$ cat config.mk
export PLATFORM = sky130hd
export DESIGN_NAME = otter_bus_demux5
export DESIGN_NICKNAME = d
export VERILOG_FILES = /design/src/rtl/otter_bus_demux5.sv
export SDC_FILE = /design/constraint.sdc
export NUM_CORES = 1
export LEC_CHECK = 0
export ABC_CLOCK_PERIOD_IN_PS = 1600
export BUFFER_PORTS_ARGS = -buffer_cell sky130_fd_sc_hd__buf_4
export CAP_MARGIN = 10
export CORE_AREA = 2 2 135 137
export DETAILED_ROUTE_END_ITERATION = 8
export DIE_AREA = 0 0 137 139
export GPL_ROUTABILITY_DRIVEN = 0
export PLACE_DENSITY = 0.72
export REMOVE_ABC_BUFFERS = 1
export SLEW_MARGIN = 0
export SYNTH_ARGS = -nofsm -noshare
export SYNTH_HDL_FRONTEND = slang
export SYNTH_SLANG_ARGS = --single-unit
$ cat constraint.sdc
create_clock -name CLK -period 1.6 [get_ports CLK]
set_input_delay 0.08 -clock CLK [delete_from_list [all_inputs] [get_ports CLK]]
set_output_delay 0.08 -clock CLK [all_outputs]
set_load 0.01 [all_outputs]
$ cat src/rtl/otter_bus_demux5.sv
// Single-initiator, five-responder bus router for the OTTER core: decodes a
// load/store to a one-hot slave select, waits for that slave, returns data or error.
module otter_bus_demux5 #(
  parameter logic [3:0]  TAG0    = 4'h0,
  parameter logic [3:0]  TAG1    = 4'h1,
  parameter logic [3:0]  TAG2    = 4'h2,
  parameter logic [3:0]  TAG3    = 4'h3,
  parameter logic [3:0]  TAG4    = 4'hF,
  parameter int unsigned TIMEOUT = 15
) (
  input  logic         CLK,
  input  logic         RST_N,
  input  logic         ReqValid,
  output logic         ReqReady,
  input  logic [31:0]  ReqAddr,
  input  logic         ReqWe,
  input  logic [31:0]  ReqWData,
  input  logic [1:0]   ReqSize,
  output logic         RspValid,
  output logic [31:0]  RspRData,
  output logic         RspErr,
  output logic [4:0]   SlvSel,
  output logic [31:0]  SlvAddr,
  output logic         SlvWe,
  output logic [31:0]  SlvWData,
  output logic [1:0]   SlvSize,
  input  logic [4:0]   SlvReady,
  input  logic [159:0] SlvRData
);

  typedef enum logic [1:0] {ST_IDLE, ST_ACCESS, ST_RESP} state_t;

  localparam logic [7:0] CntLast = 8'(TIMEOUT - 1);

  state_t      r_state;
  logic        r_req_ready;
  logic        r_rsp_valid;
  logic [31:0] r_rsp_rdata;
  logic        r_rsp_err;
  logic [4:0]  r_sel;
  logic [31:0] r_addr;
  logic        r_we;
  logic [31:0] r_wdata;
  logic [1:0]  r_size;
  logic [7:0]  r_cnt;

  logic [4:0]  w_dec_sel;
  logic [31:0] w_sel_rdata;
  logic        w_sel_ready;
  logic        w_timeout;

  // Priority chain: when several tags are equal the lowest slave index wins.
  always_comb begin
    w_dec_sel = 5'b00000;
    if      (ReqAddr[31:28] == TAG0) w_dec_sel = 5'b00001;
    else if (ReqAddr[31:28] == TAG1) w_dec_sel = 5'b00010;
    else if (ReqAddr[31:28] == TAG2) w_dec_sel = 5'b00100;
    else if (ReqAddr[31:28] == TAG3) w_dec_sel = 5'b01000;
    else if (ReqAddr[31:28] == TAG4) w_dec_sel = 5'b10000;
  end

  // NOTE: every always_comb output gets a default first so no latch is inferred.
  always_comb begin
    w_sel_rdata = '0;
    for (int i = 0; i < 5; i++) begin
      if (r_sel[i]) w_sel_rdata = w_sel_rdata | SlvRData[32*i +: 32];
    end
  end

  assign w_sel_ready = |(SlvReady & r_sel);
  assign w_timeout   = (r_cnt == CntLast);

  // NOTE: state is updated with non-blocking assignments; reset is synchronous.
  always_ff @(posedge CLK) begin
    if (!RST_N) begin
      r_state     <= ST_IDLE;
      r_req_ready <= 1'b1;
      r_rsp_valid <= 1'b0;
      r_rsp_rdata <= '0;
      r_rsp_err   <= 1'b0;
      r_sel       <= '0;
      r_addr      <= '0;
      r_we        <= 1'b0;
      r_wdata     <= '0;
      r_size      <= '0;
      r_cnt       <= '0;
    end else begin
      r_rsp_valid <= 1'b0;
      case (r_state)
        ST_IDLE: begin
          if (ReqValid) begin
            r_addr      <= ReqAddr;
            r_we        <= ReqWe;
            r_wdata     <= ReqWData;
            r_size      <= ReqSize;
            r_cnt       <= '0;
            r_req_ready <= 1'b0;
            if (|w_dec_sel) begin
              r_sel   <= w_dec_sel;
              r_state <= ST_ACCESS;
            end else begin
              r_rsp_err   <= 1'b1;
              r_rsp_rdata <= '0;
              r_rsp_valid <= 1'b1;
              r_state     <= ST_RESP;
            end
          end
        end
        ST_ACCESS: begin
          if (r_cnt != 8'hFF) r_cnt <= r_cnt + 8'd1;
          // A ready arriving on the timeout cycle still completes normally.
          if (w_sel_ready) begin
            r_rsp_rdata <= r_we ? 32'h0 : w_sel_rdata;
            r_rsp_err   <= 1'b0;
            r_rsp_valid <= 1'b1;
            r_sel       <= '0;
            r_state     <= ST_RESP;
          end else if (w_timeout) begin
            r_rsp_rdata <= '0;
            r_rsp_err   <= 1'b1;
            r_rsp_valid <= 1'b1;
            r_sel       <= '0;
            r_state     <= ST_RESP;
          end
        end
        ST_RESP: begin
          r_req_ready <= 1'b1;
          r_state     <= ST_IDLE;
        end
        default: begin
          r_req_ready <= 1'b1;
          r_state     <= ST_IDLE;
        end
      endcase
    end
  end

  assign ReqReady = r_req_ready;
  assign RspValid = r_rsp_valid;
  assign RspRData = r_rsp_rdata;
  assign RspErr   = r_rsp_err;
  assign SlvSel   = r_sel;
  assign SlvAddr  = r_addr;
  assign SlvWe    = r_we & (|r_sel);
  assign SlvWData = r_wdata;
  assign SlvSize  = r_size;

endmodule

# Word level (Yosys, flattened, before mapping)
# Index checks and enable logic that the tools add are counted.
# Widths: inputs -> output; s select.
[word_totals] mem_bits_ro=0 output_inout_bits=107 memories=0 reg_bits=117 ram_bits=0 latchBits=0
[op_classes] n_bitwise=7 div_mod_pow=0 add_sub_neg=1 n_mul=0 order_cmp=0 n_eq_ne=12 reduce_logical=12 mux=41 shift=0
[ops] op="$mux 32" count=10
[ops] op="$or 32x32->32" count=4
[ops] op="$pmux 32 s2" count=1
[ops] op="$mux 5" count=9
[ops] op="$mux 8" count=2
[ops] op="$pmux 8 s2" count=1
[ops] op="$reduce_or 5->1" count=3
[ops] op="$pmux 5 s2" count=1
[ops] op="$mux 1" count=9
[ops] op="$add 8x1->8 const B" count=1
[ops] op="$eq 4x2->1 const B" count=2
[ops] op="$eq 8x4->1 const B" count=1
[ops] op="$mux 2" count=4
[ops] op="$ne 2x2->1 const B" count=4
[ops] op="$ne 8x8->1 const B" count=1
[ops] op="$reduce_and 4->1" count=2
[ops] op="$pmux 1 s2" count=3
[ops] op="$reduce_and 2->1" count=3
[ops] op="$and 5x5->5" count=1
[ops] op="$eq 4x1->1 const B" count=1
[ops] op="$eq 4x4->1 const B" count=1
[ops] op="$logic_not 4->1" count=1
[ops] op="$pmux 2 s2" count=1
[ops] op="$ne 3x3->1 const B" count=1
[ops] op="6 further kinds" count=6

# Logic depth before layout (Yosys ltp)
# Gate-level depths: netlist (run 1).
[logic_depth] ltp_word=12 ltp_mapped=8

# Least setup slack after synthesis (run 1)
# OpenSTA, ideal clock, no wires.
[synth_path] kind="reg-to-reg" from="register r_sel[1] (netlist: SlvSel[1])" to="register r_rsp_rdata[21] (netlist: RspRData[21])" t_arrival_ps=1782 setup_ps=73 path_buffers=4 path_slack_ps=-255 path_stages_with_launch=9 path_cell_list="dfxtp_1 -> buf_2 -> nand2_1 -> and3_1 -> buf_6 -> or4b_4 -> buf_6 -> buf_6 -> o22ai_2"
[synth_between] elab_chain_len=10
[synth_lines] element="from (decl)" line_no="40" source="logic [4:0] r_sel;"
[synth_lines] element="from (signal assigned)" line_no="99" source="r_sel <= w_dec_sel;"
[synth_lines] element="$mux 32" line_no="66" source="if (r_sel[i]) w_sel_rdata = w_sel_rdata | SlvRData[32*i +: 32];"
[synth_lines] element="$or 32x32->32" line_no="66"
[synth_lines] element="$mux 32" line_no="66"
[synth_lines] element="$or 32x32->32" line_no="66"
[synth_lines] element="$mux 32" line_no="66"
[synth_lines] element="$or 32x32->32" line_no="66"
[synth_lines] element="$mux 32" line_no="66"
[synth_lines] element="$mux 32" line_no="113" source="r_rsp_rdata <= r_we ? 32'h0 : w_sel_rdata;"
[synth_lines] element="$mux 32" line_no="112" source="if (w_sel_ready) begin"
[synth_lines] element="$pmux 32 s2" line_no="89" source="case (r_state)"
[synth_lines] element="to (signal assigned)" line_no="113"
[synth_lines] element="to (decl)" line_no="38" source="logic [31:0] r_rsp_rdata;"
# Several ways; a longest one is shown, not always the timed one.
# A chain may end at the register's enable or synchronous reset.

# Final worst setup path (run 1)
[layout_path] from="register r_sel[1] (netlist: SlvSel[1])" to="output SlvWe"
[layout_between] elab_chain_len=2
[layout_lines] element="$reduce_or 5->1" line_no="144" source="assign SlvWe = r_we & (|r_sel);"
[layout_lines] element="$and 1x1->1" line_no="144"
[layout_lines] element="to (decl)" line_no="24" source="output logic SlvWe,"
# Every way passes these cells.

==> run summary, run 1 <==
Clock Latency Late Sink - 410 ps
Maximum vdd drop - 690 uV
CP Cell Sequence - buf_12 -> or4_4 -> o21a_1 -> buf_6
Gr ovfl total - 0
Most frequent cells in the layout - buf_4, nand2_1, dlygate4sd3_1
CP Capture Type - primary output
CTS sink count - 117
Syn avg cell area - 8.58 um2
Primary FF master, synth - dfxtp_1
Number of max-cap violations - 0
Post-route cell area - 10,800 um2
RR Startpoint - SlvSel[1]$_SDFFE_PN0P_
CP startpoint kind - register
Final Power - 8.91 mW
Netlist Area Pre-Place - 5290 um2
Slew HR - 0.618
Yosys cell types - 44
Largest net degree at the start of global routing - 65
Commonest non-fill, non-tap cell in the layout - buf_4
Wire length per cell - 18.8 um
Detail Route Antenna Nets - 0
Seq/Total Area, Yosys - 0.443
Cells after Synth - 617
Number of fill cells - 1,437
Final Net Count - 1,330
Failing checks - setup timing
Hold_sp - SlvRData[104]
Number of synthesized register bits - 117
Critical path arrival - 1680 ps
First-pass GRT wire length - 34.0 mm
Fin crit share - 1.10
Worst hold margin - 30.9 ps
WHS Endpoint - RspRData[8]$_SDFFE_PN0P_
Post-layout util - 0.610
CTS root buf - clkbuf_16
Die ar. - 19,000 um2
Crit path time final - 1760 ps
Row count - 49
Post-Route Skew - 6.27 ps
Hold Path Class - in2reg
Die height - 139 um
Initial antenna violation count - 0
Setup TNS - -4510 ps
CP Data Required Time - 1520 ps
I/O pin count - 342
Inserted Clock Buffers - 17
Status - complete, but fails checks
Crit path largest cell delay - 500 ps
CP Class - reg2out
DRT Wirelength - 25.1 mm
Net Switching - 2.15 mW
Flop-to-flop setup slack - -150 ps
DR pass1 iterations - 8
Hold Path Depth - 3
Initial core utilization - 0.300
Port Buf Inserts - 341
DRT iter0 DRCs - 565
Final setup fails - 40
Hold Vio Cnt, Final - 0
Worst Path Max Fanout - 2
GRT Overall Usage - 0.230
Ys async rst share - 0
Sequential Power Share - 0.351
Max Buffers Root-to-Sink - 2
Lkg Pwr - 4.84 nW
Sw frac - 0.242
Slowest stage cell, crit path - or4_4
Number of diodes - 0
Clock power frac - 0.453
DRC violation count after routing - 0
Area after DPL - 8210 um2
Worst-path clk slew - 60 ps
Fraction of layout cells with a size suffix above 1 - 0.452
Crit Reg-Reg Endpoint - RspRData[10]$_SDFFE_PN0P_
Setup ws final - -161 ps
Fmax achieved - 568 MHz
Vias/cell - 5.16
# H-tree levels - 4
Worst Max-Slew Pin Slew - 573 ps
CTS tree - done
Vias in the first global route - 6,489
Comb power frac - 0.196
Slew Limit Fails - 0
EDFF count, synth - 0
Pwr/cell area - 827 nW/um2
Unrepaired setup endpoints after global routing - yes
Reg2Reg Depth - 6
Core area - 17,700 um2
Yosys warns - 0
Detailed-route via count - 6,881
Hpwl dp - 14.9 mm
Area growth syn-to-layout - 103%
Chip Width - 137 um
Cell-internal power - 6.76 mW
[cell families after synthesis]
kind of cell	count (synthesis)	share of synthesized area
AO/OA/AOI/OAI	186	0.294
flip-flops	117	0.443
buffers and inverters	91	0.0756
multiplexers	6	0.0113
adder cells (fa/ha/maj)	2	0.00473
XOR/XNOR	1	0.00166
AND/OR/NAND/NOR	214	0.170
[metrics by stage]
step	setup slack (ps)	std cells
6_report	-161	1334
5_1_grt	-255	1334
4_1_cts	-191	1320
3_5_place_dp	-194	1162
3_3_place_gp	-105	1162
2_1_floorplan	-3050	561
[sequential cells by signal (all words and copies together) (netlist names)]
| register | flops |
|---|---|
| ReqReady | 1 |
| r_state | 2 |
| SlvWData | 32 |
| RspRData | 32 |
| SlvSel | 5 |
| SlvSize | 2 |
| SlvAddr | 32 |
| RspErr | 1 |
| RspValid | 1 |
| r_we | 1 |
| r_cnt | 8 |
[per-layer routing]
metal  up-vias  GRT usage  routed length [um]
li1       3187          -                   -
met1      3260      0.286                9980
met2       354      0.377               12000
met3        80     0.0541                2150
met4         0      0.100                 943
met5         -          0                   0
[Yosys cell counts (2+ instances only)]
| master | instances | share of area |
|---|---|---|
| clkbuf_1 | 40 | 0.028 |
| o31ai_1 | 2 | 0.0028 |
| a222oi_1 | 33 | 0.062 |
| a21oi_1 | 4 | 0.0038 |
| mux2i_1 | 6 | 0.011 |
| o22ai_2 | 11 | 0.026 |
| nand3_1 | 3 | 0.0028 |
| a21boi_0 | 67 | 0.095 |
| dfxtp_1 | 117 | 0.44 |
| a221oi_2 | 2 | 0.0057 |
| a221oi_1 | 32 | 0.053 |
| o22ai_1 | 21 | 0.025 |
| o21a_1 | 2 | 0.0028 |
| or3b_2 | 2 | 0.0033 |
| a41oi_1 | 2 | 0.0033 |
| ha_1 | 2 | 0.0047 |
| nand3b_1 | 3 | 0.0043 |
| buf_2 | 8 | 0.0076 |
| or4_1 | 3 | 0.0043 |
| inv_1 | 35 | 0.025 |
| nor2b_1 | 4 | 0.0047 |
| nor2_1 | 8 | 0.0057 |
| nand2_1 | 176 | 0.12 |
| nand4_1 | 2 | 0.0024 |
| nor3b_1 | 2 | 0.0028 |
| buf_4 | 3 | 0.0043 |
| buf_6 | 5 | 0.011 |
| o21ai_0 | 3 | 0.0028 |
| and2_1 | 4 | 0.0047 |
[critical path, delay by kind of cell (launching register included)]
kind,cells,cell delay [ps]
buffers and inverters,2,240
flip-flops,1,350
AND/OR/NAND/NOR,1,500
AO/OA/AOI/OAI,1,190
[area by class of cell]
type | count | area, um2 | share of cell area
Timing Repair Buffer | 513 | 4420 | 0.411
Multi-Input combinational cell | 409 | 2950 | 0.274
Sequential cell | 117 | 2350 | 0.218
Clock buffer | 21 | 470 | 0.0437
Tap cell | 229 | 287 | 0.0266
Clock inverter | 10 | 153 | 0.0142
Inverter | 35 | 131 | 0.0122
[how the worst max path moves through the flow]
stage	slack, ps	start	end
2_1_floorplan	-3050	r_state[0]$_SDFFE_PN0P_	ReqReady$_SDFFE_PN1P_
3_3_place_gp	-100	r_cnt[7]$_SDFFE_PN0P_	SlvSel[2]$_SDFFE_PN0P_
3_5_place_dp	-190	r_cnt[7]$_SDFFE_PN0P_	SlvSel[3]$_SDFFE_PN0P_
4_1_cts	-190	SlvSel[1]$_SDFFE_PN0P_	SlvWe
5_1_grt	-250	SlvSel[1]$_SDFFE_PN0P_	RspRData[3]$_SDFFE_PN0P_
6_report	-160	SlvSel[1]$_SDFFE_PN0P_	SlvWe
[power by group through the flow]
stage	clock network (mW)	registers [mW]	logic [mW]
finish	4.04	3.12	1.75
global route	4.26	3.14	1.85
CTS	4.11	3.12	1.57
detailed placement	0	3.18	1.31
global placement	0	3.18	1.30
floorplan	0	3.24	0.355
[what timing repair did]
action | in CTS | in global routing
endpoints found under the hold margin | 97 | 1
setup buffers | 2 | 5
endpoints found under the setup margin | 46 | 50
cloned | 1 | 8
hold buffers | 124 | 1
resized for setup | 11 | 76
pin swaps | 5 | 45
Power figures use the tool's default switching activity.
==> inputs of run 2 (changes only) <==
--- a/config.mk
+++ b/config.mk
@@ -8,12 +8,11 @@
 export ABC_CLOCK_PERIOD_IN_PS = 1600
 export BUFFER_PORTS_ARGS = -buffer_cell sky130_fd_sc_hd__buf_4
 export CAP_MARGIN = 10
-export CORE_AREA = 2 2 135 137
+export CORE_AREA = 5 5 130 132
 export DETAILED_ROUTE_END_ITERATION = 8
-export DIE_AREA = 0 0 137 139
+export DIE_AREA = 0 0 135 137
 export GPL_ROUTABILITY_DRIVEN = 0
-export PLACE_DENSITY = 0.72
-export REMOVE_ABC_BUFFERS = 1
+export PLACE_DENSITY = 0.79
 export SLEW_MARGIN = 0
 export SYNTH_ARGS = -nofsm -noshare
 export SYNTH_HDL_FRONTEND = slang
==> run 2 against run 1 <==
Compared with the run above:
- the run still ends with setup timing left
- cell count fell by 1.0%
- sequential power barely moved
- first-iteration DRC count rose by 2.7%
- clock power fell by 8.2%
- clock skew rose by 9.1 ps
- design area fell by 0.87%
- flip-flop and latch count did not move
- total power fell by 3.7%
- count of clock-buffer cells in the layout fell by 2
- critical endpoint is now RspRData[29]$_SDFFE_PN0P_
- largest power group unchanged
==> run summary, run 2 (synthesis gave the netlist of run 1 again) <==
Hold Path Class - in2reg (unchanged)
Storage cell area - 2360 um2 (was 2350 um2)
Detail Route Antenna Nets - 0 (unchanged)
Net Switching - 2.21 mW (was 2.15 mW)
Pwr/cell area - 804 nW/um2 (was 827 nW/um2)
Chip Width - 135 um (was 137 um)
CTS root buf - clkbuf_16 (unchanged)
Number of max-cap violations - 0 (unchanged)
Status - complete, but fails checks (unchanged)
Row count - 46 (was 49)
# H-tree levels - 4 (unchanged)
Number of fill cells - 1,114 (was 1,437)
CP Class - reg2reg (was reg2out)
First-pass GRT wire length - 38.1 mm (was 34.0 mm)
Inserted Clock Buffers - 17 (unchanged)
Die ar. - 18,500 um2 (was 19,000 um2)
Maximum vdd drop - 733 uV (was 690 uV)
Gr ovfl total - 0 (unchanged)
Cell-internal power - 6.36 mW (was 6.76 mW)
GRT Overall Usage - 0.264 (was 0.230)
Largest net degree at the start of global routing - 109 (was 65)
Hpwl dp - 16.1 mm (was 14.9 mm)
Vias/cell - 5.27 (was 5.16)
Hold Vio Cnt, Final - 0 (unchanged)
Lkg Pwr - 4.79 nW (was 4.84 nW)
Initial antenna violation count - 3 (was 0)
Multi-input logic area - 2960 um2 (was 2950 um2)
Setup ws final - -220 ps (was -161 ps)
Sequential Power Share - 0.364 (was 0.351)
Commonest non-fill, non-tap cell in the layout - buf_4 (unchanged)
DRC violation count after routing - 0 (unchanged)
Final setup fails - 40 (unchanged)
Slew HR - 0.711 (was 0.618)
Slew Limit Fails - 0 (unchanged)
Most frequent cells in the layout - buf_4, nand2_1, dlygate4sd3_1 (unchanged)
Worst Max-Slew Pin Slew - 428 ps (was 573 ps)
Core area - 15,600 um2 (was 17,700 um2)
Critical path arrival - 2150 ps (was 1680 ps)
Post-synthesis net count - 854
Crit path time final - 1820 ps (was 1760 ps)
I/O pin count - 342 (unchanged)
Final Power - 8.58 mW (was 8.91 mW)
Sw frac - 0.258 (was 0.242)
Worst setup path startpoint - SlvSel[1]$_SDFFE_PN0P_ (unchanged)
DRT iter0 DRCs - 580 (was 565)
Post-Route Skew - 15.4 ps (was 6.27 ps)
Worst-path clk slew - 60 ps (about the same)
Detailed-route via count - 6,953 (was 6,881)
Hold_sp - SlvRData[103] (was SlvRData[104])
Comb power frac - 0.203 (was 0.196)
Clock Latency Late Sink - 410 ps (about the same)
Initial core utilization - 0.339 (was 0.300)
Worst Path Max Fanout - 8 (was 2)
Final Net Count - 1,328 (was 1,330)
Max Buffers Root-to-Sink - 2 (unchanged)
DRT Wirelength - 26.6 mm (was 25.1 mm)
Vias in the first global route - 7,078 (was 6,489)
Area after DPL - 8260 um2 (was 8210 um2)
CP Capture Type - register (was primary output)
CTS sink count - 117 (unchanged)
Area growth syn-to-layout - 102% (was 103%)
Port Buf Inserts - 341 (unchanged)
CP startpoint kind - register (unchanged)
Wire length per cell - 20.1 um (was 18.8 um)
Failing checks - setup timing (unchanged)
CTS tree - done (unchanged)
Flop-to-flop setup slack - -220 ps (was -150 ps)
Fmax achieved - 549 MHz (was 568 MHz)
Fraction of layout cells with a size suffix above 1 - 0.451 (was 0.452)
Clock power frac - 0.432 (was 0.453)
Setup TNS - -5230 ps (was -4510 ps)
CP Data Required Time - 1930 ps (was 1520 ps)
Unrepaired setup endpoints after global routing - yes (unchanged)
RR Startpoint - SlvSel[1]$_SDFFE_PN0P_ (unchanged)
Post-route cell area - 10,700 um2 (was 10,800 um2)
DR pass1 iterations - 7 (was 8)
Fin crit share - 1.14 (was 1.10)
Die height - 137 um (was 139 um)
## run 2: routing by layer
layer / track usage / vias up / share of wire
met5: 0 / - / 0.0012
met3: 0.0974 / 97 / 0.11
met2: 0.462 / 439 / 0.49
met4: 0.118 / 4 / 0.040
met1: 0.286 / 3236 / 0.36
li1: - / 3177 / -
## run 2: final cells by class
| class | instances | area share |
|---|---|---|
| Clock inverter | 12 | 0.0124 |
| Antenna cell | 1 | 0.000234 |
| Tap cell | 216 | 0.0253 |
| Sequential cell | 117 | 0.221 |
| Clock buffer | 19 | 0.0415 |
| Multi-Input combinational cell | 409 | 0.277 |
| Timing Repair Buffer | 511 | 0.410 |
| Inverter | 35 | 0.0123 |
## run 2: final timing paths
path                               end  depth (start not counted)
max          RspRData[29]$_SDFFE_PN0P_                          7
min reg2reg  SlvWData[21]$_SDFFE_PN0P_                          2
max reg2reg  RspRData[29]$_SDFFE_PN0P_                          7
min           RspRData[7]$_SDFFE_PN0P_                          3
## run 2: power by group through the flow
| stage | clock network [mW] | registers [mW] | logic (mW) |
|---|---|---|---|
| 2_1_floorplan | 0 | 3.23 | 0.420 |
| 3_3_place_gp | 0 | 3.18 | 1.30 |
| 3_5_place_dp | 0 | 3.18 | 1.32 |
| 4_1_cts | 3.77 | 3.12 | 1.72 |
| 5_1_grt | 3.92 | 3.14 | 1.85 |
| 6_report | 3.71 | 3.13 | 1.74 |
## run 2: stage by stage
stage | hold WS, ps | util | std cells | worst slack (ps)
floorplan | 225 | - | 617 | -191
global placement | 341 | 0.530 | 1155 | -129
detailed placement | 348 | 0.530 | 1155 | -187
CTS | 0.485 | 0.673 | 1323 | -190
global route | 22.4 | 0.684 | 1320 | -274
finish | 25.9 | 0.684 | 1320 | -220
## run 2: what timing repair did
action                                  4_1_cts  5_1_grt
pin swaps                                    13       36
cloned                                        7        0
setup buffers                                10        2
hold buffers                                120        0
hold endpoints to repair                    103        0
resized for setup                            38       60
endpoints found under the setup margin       42       50
## run 2: worst max-delay path, stage by stage (launching register included)
cell and delay (ps):
dfxtp_4 360, buf_6 100, nand2_2 30, and3_4 170, or4b_4 620, buf_12 170, buf_16 140, o22ai_4 150
